<file path="config.mk">
export PLATFORM = sky130hd
export DESIGN_NAME = mem_port_arbiter
export DESIGN_NICKNAME = d
export VERILOG_FILES = /design/src/rtl/mem_port_arbiter.sv
export SDC_FILE = /design/constraint.sdc
export NUM_CORES = 1
export LEC_CHECK = 0
export CELL_PAD_IN_SITES_DETAIL_PLACEMENT = 2
export CELL_PAD_IN_SITES_GLOBAL_PLACEMENT = 2
export CORE_MARGIN = 3
export CORE_UTILIZATION = 25
export CTS_CLUSTER_SIZE = 20
export DETAILED_ROUTE_END_ITERATION = 8
export GPL_ROUTABILITY_DRIVEN = 0
export PLACE_DENSITY_LB_ADDON = 0.1
export REMOVE_ABC_BUFFERS = 1
export SLEW_MARGIN = 20
export SYNTH_ARGS = -nofsm -noshare
export SYNTH_HDL_FRONTEND = slang
export SYNTH_SLANG_ARGS = --single-unit
</file>
<file path="constraint.sdc">
create_clock -name clock -period 2.91 [get_ports clock]
set_clock_uncertainty 0.15 [all_clocks]
set_input_delay 0.582 -clock clock [delete_from_list [all_inputs] [get_ports clock]]
set_output_delay 0.582 -clock clock [all_outputs]
set_load 0.01 [all_outputs]
</file>
<file path="src/rtl/mem_port_arbiter.sv">
// mem_port_arbiter: round-robin arbiter sharing one Memory port between core (m0) and DMA (m1).
// Define MEM_ARB_STATS_EN to add grant/conflict counters.
module mem_port_arbiter #(
    parameter int ADDR_WIDTH   = 16,
    parameter int DATA_WIDTH   = 32,
    parameter int READ_LATENCY = 1,
    parameter int BURST_MAX    = 8
) (
    input  logic                  clock,
    input  logic                  reset,
    input  logic                  m0_req,
    input  logic                  m0_we,
    input  logic [ADDR_WIDTH-1:0] m0_addr,
    input  logic [DATA_WIDTH-1:0] m0_wdata,
    output logic                  m0_ready,
    output logic                  m0_rvalid,
    output logic [DATA_WIDTH-1:0] m0_rdata,
    input  logic                  m1_req,
    input  logic                  m1_we,
    input  logic [ADDR_WIDTH-1:0] m1_addr,
    input  logic [DATA_WIDTH-1:0] m1_wdata,
    output logic                  m1_ready,
    output logic                  m1_rvalid,
    output logic [DATA_WIDTH-1:0] m1_rdata,
    output logic [ADDR_WIDTH-1:0] mem_address,
    output logic [DATA_WIDTH-1:0] mem_data,
    output logic                  mem_wren,
`ifdef MEM_ARB_STATS_EN
    output logic [31:0]           m0_grant_cnt,
    output logic [31:0]           m1_grant_cnt,
    output logic [31:0]           conflict_cnt,
`endif
    input  logic [DATA_WIDTH-1:0] mem_q
);
    typedef enum logic [1:0] {IDLE, OWN0, OWN1} state_t;
    state_t                state;
    logic [7:0]            burst_cnt;
    logic                  last_owner;
    logic                  full;
    logic                  accept;
    logic                  sel;
    logic [READ_LATENCY:0] pipe_v;
    logic [READ_LATENCY:0] pipe_id;
    logic [DATA_WIDTH-1:0] rdata0_q;
    logic [DATA_WIDTH-1:0] rdata1_q;
    always_comb begin
        full     = burst_cnt == 8'(BURST_MAX);
        m0_ready = m0_req && (state == OWN0 ? (!m1_req || !full) :
                              state == OWN1 ? (!m1_req || full) : (!m1_req || last_owner));
        m1_ready = m1_req && (state == OWN1 ? (!m0_req || !full) :
                              state == OWN0 ? (!m0_req || full) : (!m0_req || !last_owner));
        accept   = m0_ready || m1_ready;
        sel      = m1_ready;
    end
    // Read returns come straight from mem_q on the valid cycle; the hold regs keep rdata stable afterwards.
    assign m0_rvalid = pipe_v[READ_LATENCY] && !pipe_id[READ_LATENCY];
    assign m1_rvalid = pipe_v[READ_LATENCY] && pipe_id[READ_LATENCY];
    assign m0_rdata  = m0_rvalid ? mem_q : rdata0_q;
    assign m1_rdata  = m1_rvalid ? mem_q : rdata1_q;
    always_ff @(posedge clock) begin
        if (reset) begin
            state       <= IDLE;
            burst_cnt   <= '0;
            last_owner  <= 1'b1;
            mem_address <= '0;
            mem_data    <= '0;
            mem_wren    <= 1'b0;
            pipe_v      <= '0;
            pipe_id     <= '0;
            rdata0_q    <= '0;
            rdata1_q    <= '0;
        end else begin
            if (accept) begin
                mem_address <= sel ? m1_addr : m0_addr;
                mem_data    <= sel ? m1_wdata : m0_wdata;
                last_owner  <= sel;
                state       <= sel ? OWN1 : OWN0;
                // Saturate so a long solo run still hands over as soon as the other master asks.
                burst_cnt   <= (state != IDLE && (state == OWN1) == sel) ?
                               (full ? burst_cnt : burst_cnt + 8'd1) : 8'd1;
            end else begin
                state     <= IDLE;
                burst_cnt <= '0;
            end
            mem_wren <= accept && (sel ? m1_we : m0_we);
            pipe_v   <= {pipe_v[READ_LATENCY-1:0], accept && !(sel ? m1_we : m0_we)};
            pipe_id  <= {pipe_id[READ_LATENCY-1:0], sel};
            if (m0_rvalid) rdata0_q <= mem_q;
            if (m1_rvalid) rdata1_q <= mem_q;
        end
    end
`ifdef MEM_ARB_STATS_EN
    always_ff @(posedge clock) begin
        if (reset) begin
            m0_grant_cnt <= '0;
            m1_grant_cnt <= '0;
            conflict_cnt <= '0;
        end else begin
            if (m0_ready) m0_grant_cnt <= m0_grant_cnt + 32'd1;
            if (m1_ready) m1_grant_cnt <= m1_grant_cnt + 32'd1;
            if (m0_req && m1_req) conflict_cnt <= conflict_cnt + 32'd1;
        end
    end
`endif
endmodule

</file>
==> results of run 1 <==
[logic make-up after synthesis]
kind of cell    after synthesis  synth area share, %
flops                       128                 42.2
mux                         112                 20.8
compound gates              119                 14.7
xor+xnor                      7                 1.01
fa+ha+maj                     2                0.412
simple gates                204                 16.7
buf+inv                      58                 4.22
[sequential cells by signal (all words and copies together) (netlist names), 2 cells and up]
register and flops:
burst_cnt 8, pipe_id 2, rdata0_q 32, pipe_v 2
rdata1_q 32, mem_data 32, state 2, mem_address 16
[worst max-delay path, delay by kind of cell (launching register included)]
| kind | cells | cell delay (ns) |
|---|---|---|
| flip-flops | 1 | 0.33 |
| buffers and inverters | 2 | 0.76 |
| AND/OR/NAND/NOR | 1 | 0.17 |
| multiplexers | 1 | 0.38 |
[per-layer routing]
layer  vias to the layer above  part of all wire, %  GRT usage, %
li1                       2710                    -             -
met1                      2888                   40          19.3
met2                       197                   50          31.4
met3                        22                  8.5          7.01
met4                         2                  1.1          4.50
met5                         -                0.055             0
[what timing repair did]
item	in CTS	in global routing
gates cloned	0	0
pin swaps	1	0
endpoints found under the setup margin	2	2
gates resized for setup	5	5
hold buffers	0	0
[placed cells by master, fill, tap and decap left out, types with 6 or more instances in the layout]
master	n
sky130_fd_sc_hd__a21oi_1	51
sky130_fd_sc_hd__a221o_1	48
sky130_fd_sc_hd__and2_1	64
sky130_fd_sc_hd__buf_12	6
sky130_fd_sc_hd__buf_4	14
sky130_fd_sc_hd__clkbuf_16	17
sky130_fd_sc_hd__clkdlybuf4s50_1	246
sky130_fd_sc_hd__dfxtp_1	127
sky130_fd_sc_hd__inv_1	9
sky130_fd_sc_hd__mux2_2	112
sky130_fd_sc_hd__nand2_1	102
sky130_fd_sc_hd__nor2_1	11
sky130_fd_sc_hd__xor2_1	6
[power by group through the flow]
stage | clock, uW | sequential [uW] | combinational, uW
4_1_cts | 2230 | 1940 | 1110
5_1_grt | 2300 | 1950 | 1180
2_1_floorplan | 0 | 2000 | 395
3_5_place_dp | 0 | 1980 | 1100
6_report | 2140 | 1940 | 1090
3_3_place_gp | 0 | 1970 | 1060
[metrics by stage]
stage	power, uW	TNS, ns
6_report	5170	0
5_1_grt	5430	0
4_1_cts	5280	0
3_5_place_dp	3080	0
3_3_place_gp	3020	0
2_1_floorplan	2400	-42.69
[final timing paths]
path	from	to	slack, ns	cells after the start
max	pipe_v[1]	m0_rdata[17]	0.11	4
min	pipe_id[0]	pipe_id[1]	0.30	1
max reg2reg	burst_cnt[1]	mem_data[0]	0.51	8
min reg2reg	pipe_id[0]	pipe_id[1]	0.30	1
[final cells by class]
cell class	count	area share [%]
repair buffers	270	28.3
flip-flops and latches	128	26.8
inverters	9	0.353
clock buffers	18	4.48
multi-input cells	444	34.3
well taps	319	4.17
clock inverters	14	1.59
==> flow_metrics.env, run 1 <==
export IMPL_synth_seq_area_share_pct=42.2
export IMPL_layout_worst_path_cycle_share_pct=96.2
export IMPL_yosys_cell_types_count=45
export IMPL_grt_ovfl_total=0
export IMPL_initial_antenna_violation_count=1
export IMPL_layout_area_overhead_vs_synth_pct=57.7
export IMPL_hold_path_class="flip-flop to flip-flop"
export IMPL_power_density_cell_area_nw_per_um2=540
export IMPL_postLayoutCellArea_sq_um=9570
export IMPL_first_global_vias=6597
export IMPL_critical_path_slowest_cell="sky130_fd_sc_hd__clkdlybuf4s50_1"
export IMPL_grt_start_max_net_pins=65
export IMPL_worst_slew_pin_transition_ns=0.605
export IMPL_power_internal_uw=3780
export IMPL_vias_per_cell=4.84
export IMPL_worstSkewPairLatency_ns=0.41
export IMPL_portion_of_synthesized_cell_area_occupied_by_the_leading_cell_type_pct=42.2
export IMPL_root_buffer="sky130_fd_sc_hd__clkbuf_16"
export IMPL_placed_cells=1170
export IMPL_tritoncts_num_buffers=17
export IMPL_placed_area_sq_um=8980
export IMPL_cts_htree_levels=4
export IMPL_post_cts_setup_buffer_count=0
export IMPL_layout_utilization_pct=40.4
export IMPL_ys_ff_latch=128
export IMPL_synthesis_area_per_instance_sq_um=9.64
export IMPL_core_region_area_sq_um=23700
export IMPL_netlist_instances=630
export IMPL_register_area_sq_um=2560
export IMPL_worst_ep_required_time_ns=2.18
export IMPL_multi_input_comb_area_sq_um=3290
export IMPL_relSlewSlack_pct=59.7
export IMPL_dp_hpwl_microns=16800
export IMPL_max_clock_path_buffers=2
export IMPL_synth_async_sr_flop_share_pct=0
export IMPL_fp_dieH_microns=162
export IMPL_start_util_pct=25.6
export IMPL_grt_pass1_wl_microns=36500
export IMPL_dr_first_iter_drc_count=124
export IMPL_post_synth_top_count_cell="sky130_fd_sc_hd__dfxtp_1"
export IMPL_combinationalPowerShare_pct=21.0
export IMPL_critical_path_cell_chain="nor2b_4 -> buf_12 -> mux2_2 -> clkdlybuf4s50_1"
export IMPL_wl_per_cell_microns=19.7
export IMPL_smallest_hold_slack_ns=0.301
export IMPL_synth_edff_count=0
export IMPL_timing_final_crit_period_ns=2.80
export IMPL_synth_top_area_cell="sky130_fd_sc_hd__dfxtp_1"
export IMPL_ys_warn_count=0
export IMPL_vias=5819
export IMPL_cell_area_after_synthesis_sq_um=6070
export IMPL_worst_endpoint_arrival_ns=2.07
export IMPL_routed_wirelength_microns=23600
export IMPL_critPathLaunchType="flip-flop"
export IMPL_pin_count=251
export IMPL_share_seq_of_total_power_pct=37.5
export IMPL_cp_max_fo=33
export IMPL_ir_worst_vdd_v=0.000357
export IMPL_max_freq_mhz=357
export IMPL_synth_top_cells_by_area="sky130_fd_sc_hd__dfxtp_1 (42%), sky130_fd_sc_hd__mux2_2 (21%), sky130_fd_sc_hd__a221o_1 (7.9%), sky130_fd_sc_hd__and2_1 (6.6%), sky130_fd_sc_hd__nand2_1 (6.3%)"
export IMPL_antennaDiodeCount=0
export IMPL_dieArea_sq_um=26200
export IMPL_fill_cell_count=2634
export IMPL_commonest_cells_in_the_synthesized_netlist="sky130_fd_sc_hd__dfxtp_1 (128), sky130_fd_sc_hd__mux2_2 (112), sky130_fd_sc_hd__nand2_1 (102)"
export IMPL_synth_top_flop_cell="sky130_fd_sc_hd__dfxtp_1"
export IMPL_tritoncts_clock_tree="yes"
export IMPL_drt_drc_violations_left=0
export IMPL_detailedPlace_worstSlack_ns=0.0935
export IMPL_path_clk_slew_ns=0.06
export IMPL_clock_sinks=128
export IMPL_drive_gt1_share_pct=20.5
export IMPL_max_cap_violations=0
export IMPL_clockPowerShare_pct=41.5
export IMPL_outcome="complete, no violations"
export IMPL_layoutNonFillerInstCount=1202
export IMPL_core_rowCount=56
export IMPL_rsz_0062_raised_after_global_routing="false"
export IMPL_numPortBuffers=250
export IMPL_drt_first_pass_iters=4
export IMPL_final_critical_path_setup_slack_ns=0.110
export IMPL_power_share_switching_pct=26.9
export IMPL_final_max_slew_viol_count=0
export IMPL_num_nets_final=1006
export IMPL_drtAntennaViolNets=0
export IMPL_setup_viol_count_final=0
export IMPL_grt_use_total_pct=17.5
export IMPL_power_net_switching_uw=1390
export IMPL_endpoint_kind="output pin"
export IMPL_worst_path_largest_cell_delay_ns=0.53
export IMPL_criticalPathCategory="flip-flop to output pin"
export IMPL_die_w_microns=162
export IMPL_power_leakage_uw=0.00381
export IMPL_timing_hold_violations_final=0
Note: power is estimated with default switching activity, not from simulation.
==> run 2, diff against run 1 <==
--- a/config.mk
+++ b/config.mk
@@ -11,7 +11,6 @@
 export CORE_UTILIZATION = 25
 export CTS_CLUSTER_SIZE = 20
 export DETAILED_ROUTE_END_ITERATION = 8
-export GPL_ROUTABILITY_DRIVEN = 0
 export PLACE_DENSITY_LB_ADDON = 0.1
 export REMOVE_ABC_BUFFERS = 1
 export SLEW_MARGIN = 20
==> constraint.sdc (replaced) <==
create_clock -name clock -period 2.91 [get_ports clock]
set_clock_uncertainty 0.15 [all_clocks]
set_input_delay 0.873 -clock clock [delete_from_list [all_inputs] [get_ports clock]]
set_output_delay 0.873 -clock clock [all_outputs]
set_load 0.01 [all_outputs]
==> run 2 against run 1 <==
The run now ends with setup timing left. Flip-flop and latch count unchanged. Combinational power about the same. Sequential power barely moved. Critical path depth is 3 higher. Critical path type unchanged. Highest routed layer unchanged.
==> flow_metrics.env, run 2 (synthesis gave the netlist of run 1 again) <==
export IMPL_worst_endpoint_arrival_ns=1.98
export IMPL_layout_commonest_cell="sky130_fd_sc_hd__clkdlybuf4s50_1"
export IMPL_power_share_switching_pct=26.4
export IMPL_tritoncts_num_buffers=17
export IMPL_detailedPlace_worstSlack_ns=-0.359
export IMPL_drt_drc_violations_left=0
export IMPL_min_delay_worst_endpoint="pipe_v[1]"
export IMPL_grt_ovfl_total=0
export IMPL_final_gp_congestion=0.744
export IMPL_combinationalPowerShare_pct=20.7
export IMPL_critical_path_reg2reg_startpoint="burst_cnt[1]"
export IMPL_r2r_end="mem_address[8]"
export IMPL_crit_buf_inv=2
export IMPL_cp_startpoint="burst_cnt[1]"
export IMPL_setup_viol_count_final=2
export IMPL_pin_count=251
export IMPL_rsz_0062_raised_after_global_routing="true"
export IMPL_clock_sinks=128
export IMPL_critical_path_cell_chain="inv_2 -> ha_4 -> or4b_4 -> nor3_4 -> or2_4 -> nor2_1 -> buf_2"
export IMPL_power_internal_uw=3970
export IMPL_grt_start_max_net_pins=65
export IMPL_regToRegSetupSlack_ns=0.54
export IMPL_fp_dieH_microns=162
export IMPL_final_cell_mix="sky130_fd_sc_hd__clkdlybuf4s50_1 (181), sky130_fd_sc_hd__dfxtp_1 (125), sky130_fd_sc_hd__mux2_2 (112)"
export IMPL_placed_cells=1183
export IMPL_grt_busiest_layer="met2"
export IMPL_layoutNonFillerInstCount=1227
export IMPL_worstHoldStart="pipe_v[0]"
export IMPL_grt_use_total_pct=17.9
export IMPL_endpoint_kind="output pin"
export IMPL_worst_ep_required_time_ns=1.89
export IMPL_worst_slew_pin_transition_ns=0.596
export IMPL_cp_max_fo=3
export IMPL_core_region_area_sq_um=23700
export IMPL_dp_hpwl_microns=16900
export IMPL_vias_per_cell=4.79
export IMPL_cts_hold_fix_buffers=0
export IMPL_critPathLaunchType="flip-flop"
export IMPL_root_buffer="sky130_fd_sc_hd__clkbuf_16"
export IMPL_max_freq_mhz=333
export IMPL_max_clock_path_buffers=2
export IMPL_worstSkewPairLatency_ns=0.41
export IMPL_worst_r2r_cell_count=8
export IMPL_final_max_slew_viol_count=0
export IMPL_criticalPathCategory="flip-flop to output pin"
export IMPL_timing_final_crit_period_ns=3.01
export IMPL_timing_hold_violations_final=0
export IMPL_critical_path_slowest_cell="sky130_fd_sc_hd__or4b_4"
export IMPL_reg_top3="mem_data: 32 flops, rdata0_q: 32 flops, rdata1_q: 32 flops"
export IMPL_dr_first_iter_drc_count=166
export IMPL_die_w_microns=162
export IMPL_hold_path_class="flip-flop to flip-flop"
export IMPL_postLayoutCellArea_sq_um=9840
export IMPL_dieArea_sq_um=26200
export IMPL_final_critical_path_setup_slack_ns=-0.0955
export IMPL_cts_htree_levels=4
export IMPL_start_util_pct=25.6
export IMPL_layout_area_overhead_vs_synth_pct=62.1
export IMPL_violations="setup timing"
export IMPL_share_seq_of_total_power_pct=35.9
export IMPL_path_clk_slew_ns=0.06
export IMPL_drt_first_pass_iters=4
export IMPL_drtAntennaViolNets=0
export IMPL_worst_path_largest_cell_delay_ns=0.48
export IMPL_relSlewSlack_pct=60.2
export IMPL_max_cap_violations=0
export IMPL_initial_antenna_violation_count=3
export IMPL_worstHoldPathCells=1
export IMPL_num_nets_final=1030
export IMPL_multi_input_comb_area_sq_um=3320
export IMPL_drive_gt1_share_pct=24.9
export IMPL_core_rowCount=56
export IMPL_numPortBuffers=250
export IMPL_routed_wirelength_microns=24800
export IMPL_grt_met3_usage_pct=7.80
export IMPL_placed_area_sq_um=9070
export IMPL_first_global_vias=6637
export IMPL_ir_worst_vdd_v=0.000333
export IMPL_vias=5880
export IMPL_fill_cell_count=2556
export IMPL_grt_pass1_wl_microns=37100
export IMPL_power_net_switching_uw=1420
export IMPL_wl_per_cell_microns=20.2
export IMPL_power_density_cell_area_nw_per_um2=548
export IMPL_crit_family="simple AND/OR/NAND/NOR gates"
export IMPL_grt_util_met1_pct=19.9
export IMPL_clockPowerShare_pct=43.4
export IMPL_layout_worst_path_cycle_share_pct=103
export IMPL_report_power_total_uw=5390
export IMPL_tritoncts_clock_tree="yes"
export IMPL_grtUsageMet2_pct=31.6
export IMPL_register_area_sq_um=2570
export IMPL_outcome="complete, but fails checks"
export IMPL_power_leakage_uw=0.00409
[run 2: worst max path at each step]
stage | end | slack (ns) | depth (start not counted)
after floorplan | mem_address[0] | -1.05 | 4
after global placement | m1_ready | -0.28 | 6
after detailed placement | m0_ready | -0.36 | 7
after CTS | m1_ready | -0.12 | 7
after global routing | m0_ready | -0.20 | 8
final | m1_ready | -0.1 | 7
[run 2: what timing repair did]
action | 4_1_cts | 5_1_grt
setup buffers | 2 | 4
gates cloned | 0 | 5
resized for setup | 110 | 48
setup endpoints to repair | 66 | 43
pin swaps | 2 | 1
[run 2: area by class of cell]
type | count | share of cell area, %
Antenna cell | 1 | 0.0254
Clock buffer | 18 | 4.36
Clock inverter | 14 | 2.09
Inverter | 9 | 0.343
Multi-Input combinational cell | 444 | 33.7
Sequential cell | 128 | 26.1
Tap cell | 319 | 4.06
Timing Repair Buffer | 294 | 29.3
[run 2: per-stage QoR]
step	utilization, %	hold slack, ns	setup TNS (ns)
floorplan	-	0.264	-66.26
global placement	38.3	0.270	-13.24
detailed placement	38.3	0.281	-16.04
CTS	41.0	0.296	-0.189
global route	41.6	0.309	-0.504
finish	41.6	0.290	-0.190
[run 2: worst register-to-register path, delay by kind of cell (launching register included)]
family                     cells  cell delay, ns
buffers and inverters          3            0.53
and+or+nand+nor                1            0.48
adders and majority gates      1            0.12
AOI/OAI and AO/OA              3            0.71
DFF                            1            0.33
[run 2: power by group through the flow]
stage | sequential [uW] | clock [uW] | combinational (uW)
final | 1940 | 2340 | 1120
after detailed placement | 1970 | 0 | 1110
after CTS | 1940 | 2400 | 1100
after global routing | 1950 | 2490 | 1210
after global placement | 1960 | 0 | 1070
after floorplan | 2000 | 0 | 395
[run 2: routing by layer]
layer,routed length (microns),up-vias
met5,23,-
met4,202,4
met2,12400,185
met1,10100,2903
li1,-,2768
met3,2030,20
==> run 3, diff against run 2 <==
--- a/config.mk
+++ b/config.mk
@@ -7,7 +7,6 @@
 export LEC_CHECK = 0
 export CELL_PAD_IN_SITES_DETAIL_PLACEMENT = 2
 export CELL_PAD_IN_SITES_GLOBAL_PLACEMENT = 2
-export CORE_MARGIN = 3
 export CORE_UTILIZATION = 25
 export CTS_CLUSTER_SIZE = 20
 export DETAILED_ROUTE_END_ITERATION = 8
==> run 3 against run 2 <==
The flow still finishes with violations (setup timing). Maximum frequency up 0.86%. First-iteration DRC count down 13%. Wire length down 4.4%. Final cell count down 0.16%. Flip-flop and latch count unchanged. Global-route usage up 0.62 points. Die area down 4.9%. Sequential power about the same. Hold slack worse by 0.00071 ns. Utilization down 0.15 points. Cell area down 0.66%. Combinational power about the same. Highest routed layer unchanged.
==> flow_metrics.env, run 3 (synthesis gave the netlist of run 1 again) <==
export IMPL_outcome="complete, but fails checks"
export IMPL_violations="setup timing"
export IMPL_max_cap_violations=0
export IMPL_path_clk_slew_ns=0.06
export IMPL_dr_first_iter_drc_count=145
export IMPL_root_buffer="sky130_fd_sc_hd__clkbuf_16"
export IMPL_final_cell_mix="sky130_fd_sc_hd__clkdlybuf4s50_1 (181), sky130_fd_sc_hd__dfxtp_1 (125), sky130_fd_sc_hd__mux2_2 (112)"
export IMPL_final_max_slew_viol_count=0
export IMPL_vias=5878
export IMPL_grt_ovfl_total=0
export IMPL_ir_worst_vdd_v=0.000305
export IMPL_setup_viol_count_final=3
export IMPL_placed_cells=1184
export IMPL_worst_endpoint_arrival_ns=1.96
export IMPL_routed_wirelength_microns=23700
export IMPL_cp_max_fo=3
export IMPL_tritoncts_clock_tree="yes"
export IMPL_report_power_total_uw=5200
export IMPL_vias_per_cell=4.80
export IMPL_numPortBuffers=250
export IMPL_worst_ep_required_time_ns=1.89
export IMPL_cts_htree_levels=4
export IMPL_power_density_cell_area_nw_per_um2=532
export IMPL_power_leakage_uw=0.00403
export IMPL_fp_dieH_microns=158
export IMPL_pin_count=251
export IMPL_final_gp_congestion=0.752
export IMPL_layoutNonFillerInstCount=1225
export IMPL_placed_area_sq_um=9080
export IMPL_grt_start_max_net_pins=58
export IMPL_criticalPathCategory="flip-flop to output pin"
export IMPL_postLayoutCellArea_sq_um=9780
export IMPL_first_global_vias=6476
export IMPL_timing_setup_tns_ns=-0.0999
export IMPL_drt_drc_violations_left=0
export IMPL_relSlewSlack_pct=47.6
export IMPL_layout_area_overhead_vs_synth_pct=61.0
export IMPL_clock_sinks=128
export IMPL_grt_pass1_wl_microns=35400
export IMPL_drt_first_pass_iters=4
export IMPL_layout_worst_path_cycle_share_pct=102
export IMPL_detailedPlace_worstSlack_ns=-0.380
export IMPL_tritoncts_num_buffers=17
export IMPL_endpoint_kind="output pin"
export IMPL_final_critical_path_setup_slack_ns=-0.0698
export IMPL_timing_hold_violations_final=0
export IMPL_rsz_0062_raised_after_global_routing="true"
export IMPL_drtAntennaViolNets=0
export IMPL_drive_gt1_share_pct=23.7
export IMPL_start_util_pct=25.7
export IMPL_critPathLaunchType="flip-flop"
export IMPL_core_rowCount=56
export IMPL_wl_per_cell_microns=19.3
export IMPL_max_clock_path_buffers=2
export IMPL_worst_slew_pin_transition_ns=0.786
export IMPL_core_region_area_sq_um=23600
export IMPL_reg_top3="mem_data: 32 flops, rdata0_q: 32 flops, rdata1_q: 32 flops"
export IMPL_initial_antenna_violation_count=3
export IMPL_max_freq_mhz=336
export IMPL_die_w_microns=158
export IMPL_dieArea_sq_um=24900
export IMPL_dp_hpwl_microns=16300
export IMPL_timing_final_crit_period_ns=2.98
export IMPL_grt_use_total_pct=18.5
export IMPL_layout_commonest_cell="sky130_fd_sc_hd__clkdlybuf4s50_1"
export IMPL_hold_path_class="flip-flop to flip-flop"
export IMPL_regToRegSetupSlack_ns=0.50
export IMPL_num_nets_final=1027
export IMPL_worstSkewPairLatency_ns=0.41
run 3: changes by cell type in the layout (fill, tap and decap cells not counted), sizes merged, moves of 2 or more:
cell / before / now
clkinvlp: 1 / 3
clkbuf: 36 / 27
buf: 44 / 42
clkdlybuf4s15: 40 / 48
bufinv: 4 / 2
run 3: worst paths after layout:
path | from | endpoint | cells after the start
worst max-delay path | burst_cnt[1] | m1_ready | 7
worst min-delay path | pipe_v[0] | pipe_v[1] | 1
worst max register to register | burst_cnt[1] | mem_data[6] | 8
worst min register to register | pipe_v[0] | pipe_v[1] | 1
run 3: metal layers:
metal	wire [microns]	share of wire, %	GRT usage (%)	up-vias
met5	30	0.13	0	-
met2	11900	50	32.0	187
li1	-	-	-	2767
met1	9030	38	19.9	2894
met3	2390	10	8.49	26
met4	376	1.6	6.01	4
run 3: worst max-delay path, cell delays in order, from the launching register on:
cell and delay, ns:
sky130_fd_sc_hd__dfxtp_2 0.32, sky130_fd_sc_hd__inv_2 0.07, sky130_fd_sc_hd__ha_4 0.13, sky130_fd_sc_hd__or4b_4 0.49
sky130_fd_sc_hd__nor3_4 0.19, sky130_fd_sc_hd__or2_4 0.16, sky130_fd_sc_hd__nor2_2 0.03, sky130_fd_sc_hd__buf_2 0.15
run 3: per-stage QoR:
step	hold WS [ns]	util [%]
after floorplan	0.264	-
after global placement	0.272	38.4
after detailed placement	0.283	38.4
after CTS	0.297	40.9
after global routing	0.306	41.4
final	0.289	41.4
run 3: layout make-up:
cell class	instances	area, sq um
Clock inverter	14	154
Timing Repair Buffer	291	2880
Multi-Input combinational cell	444	3310
Antenna cell	2	5.00
Fill cell	2534	13800
Inverter	9	33.8
Clock buffer	18	429
Tap cell	319	399
Sequential cell	128	2570
run 3: what timing repair did:
item,4_1_cts,5_1_grt
hold buffers,0,0
gates resized for setup,104,42
hold endpoints to repair,0,0
setup buffers,2,1
gates cloned,0,4
pin swaps,5,0
endpoints found under the setup margin,66,42
run 3: where the power goes:
part           switching, uW  internal [uW]  total, uW
clock network            886           1280       2160
registers               60.3           1870       1930
logic                    473            638       1110
total                   1420           3790       5200
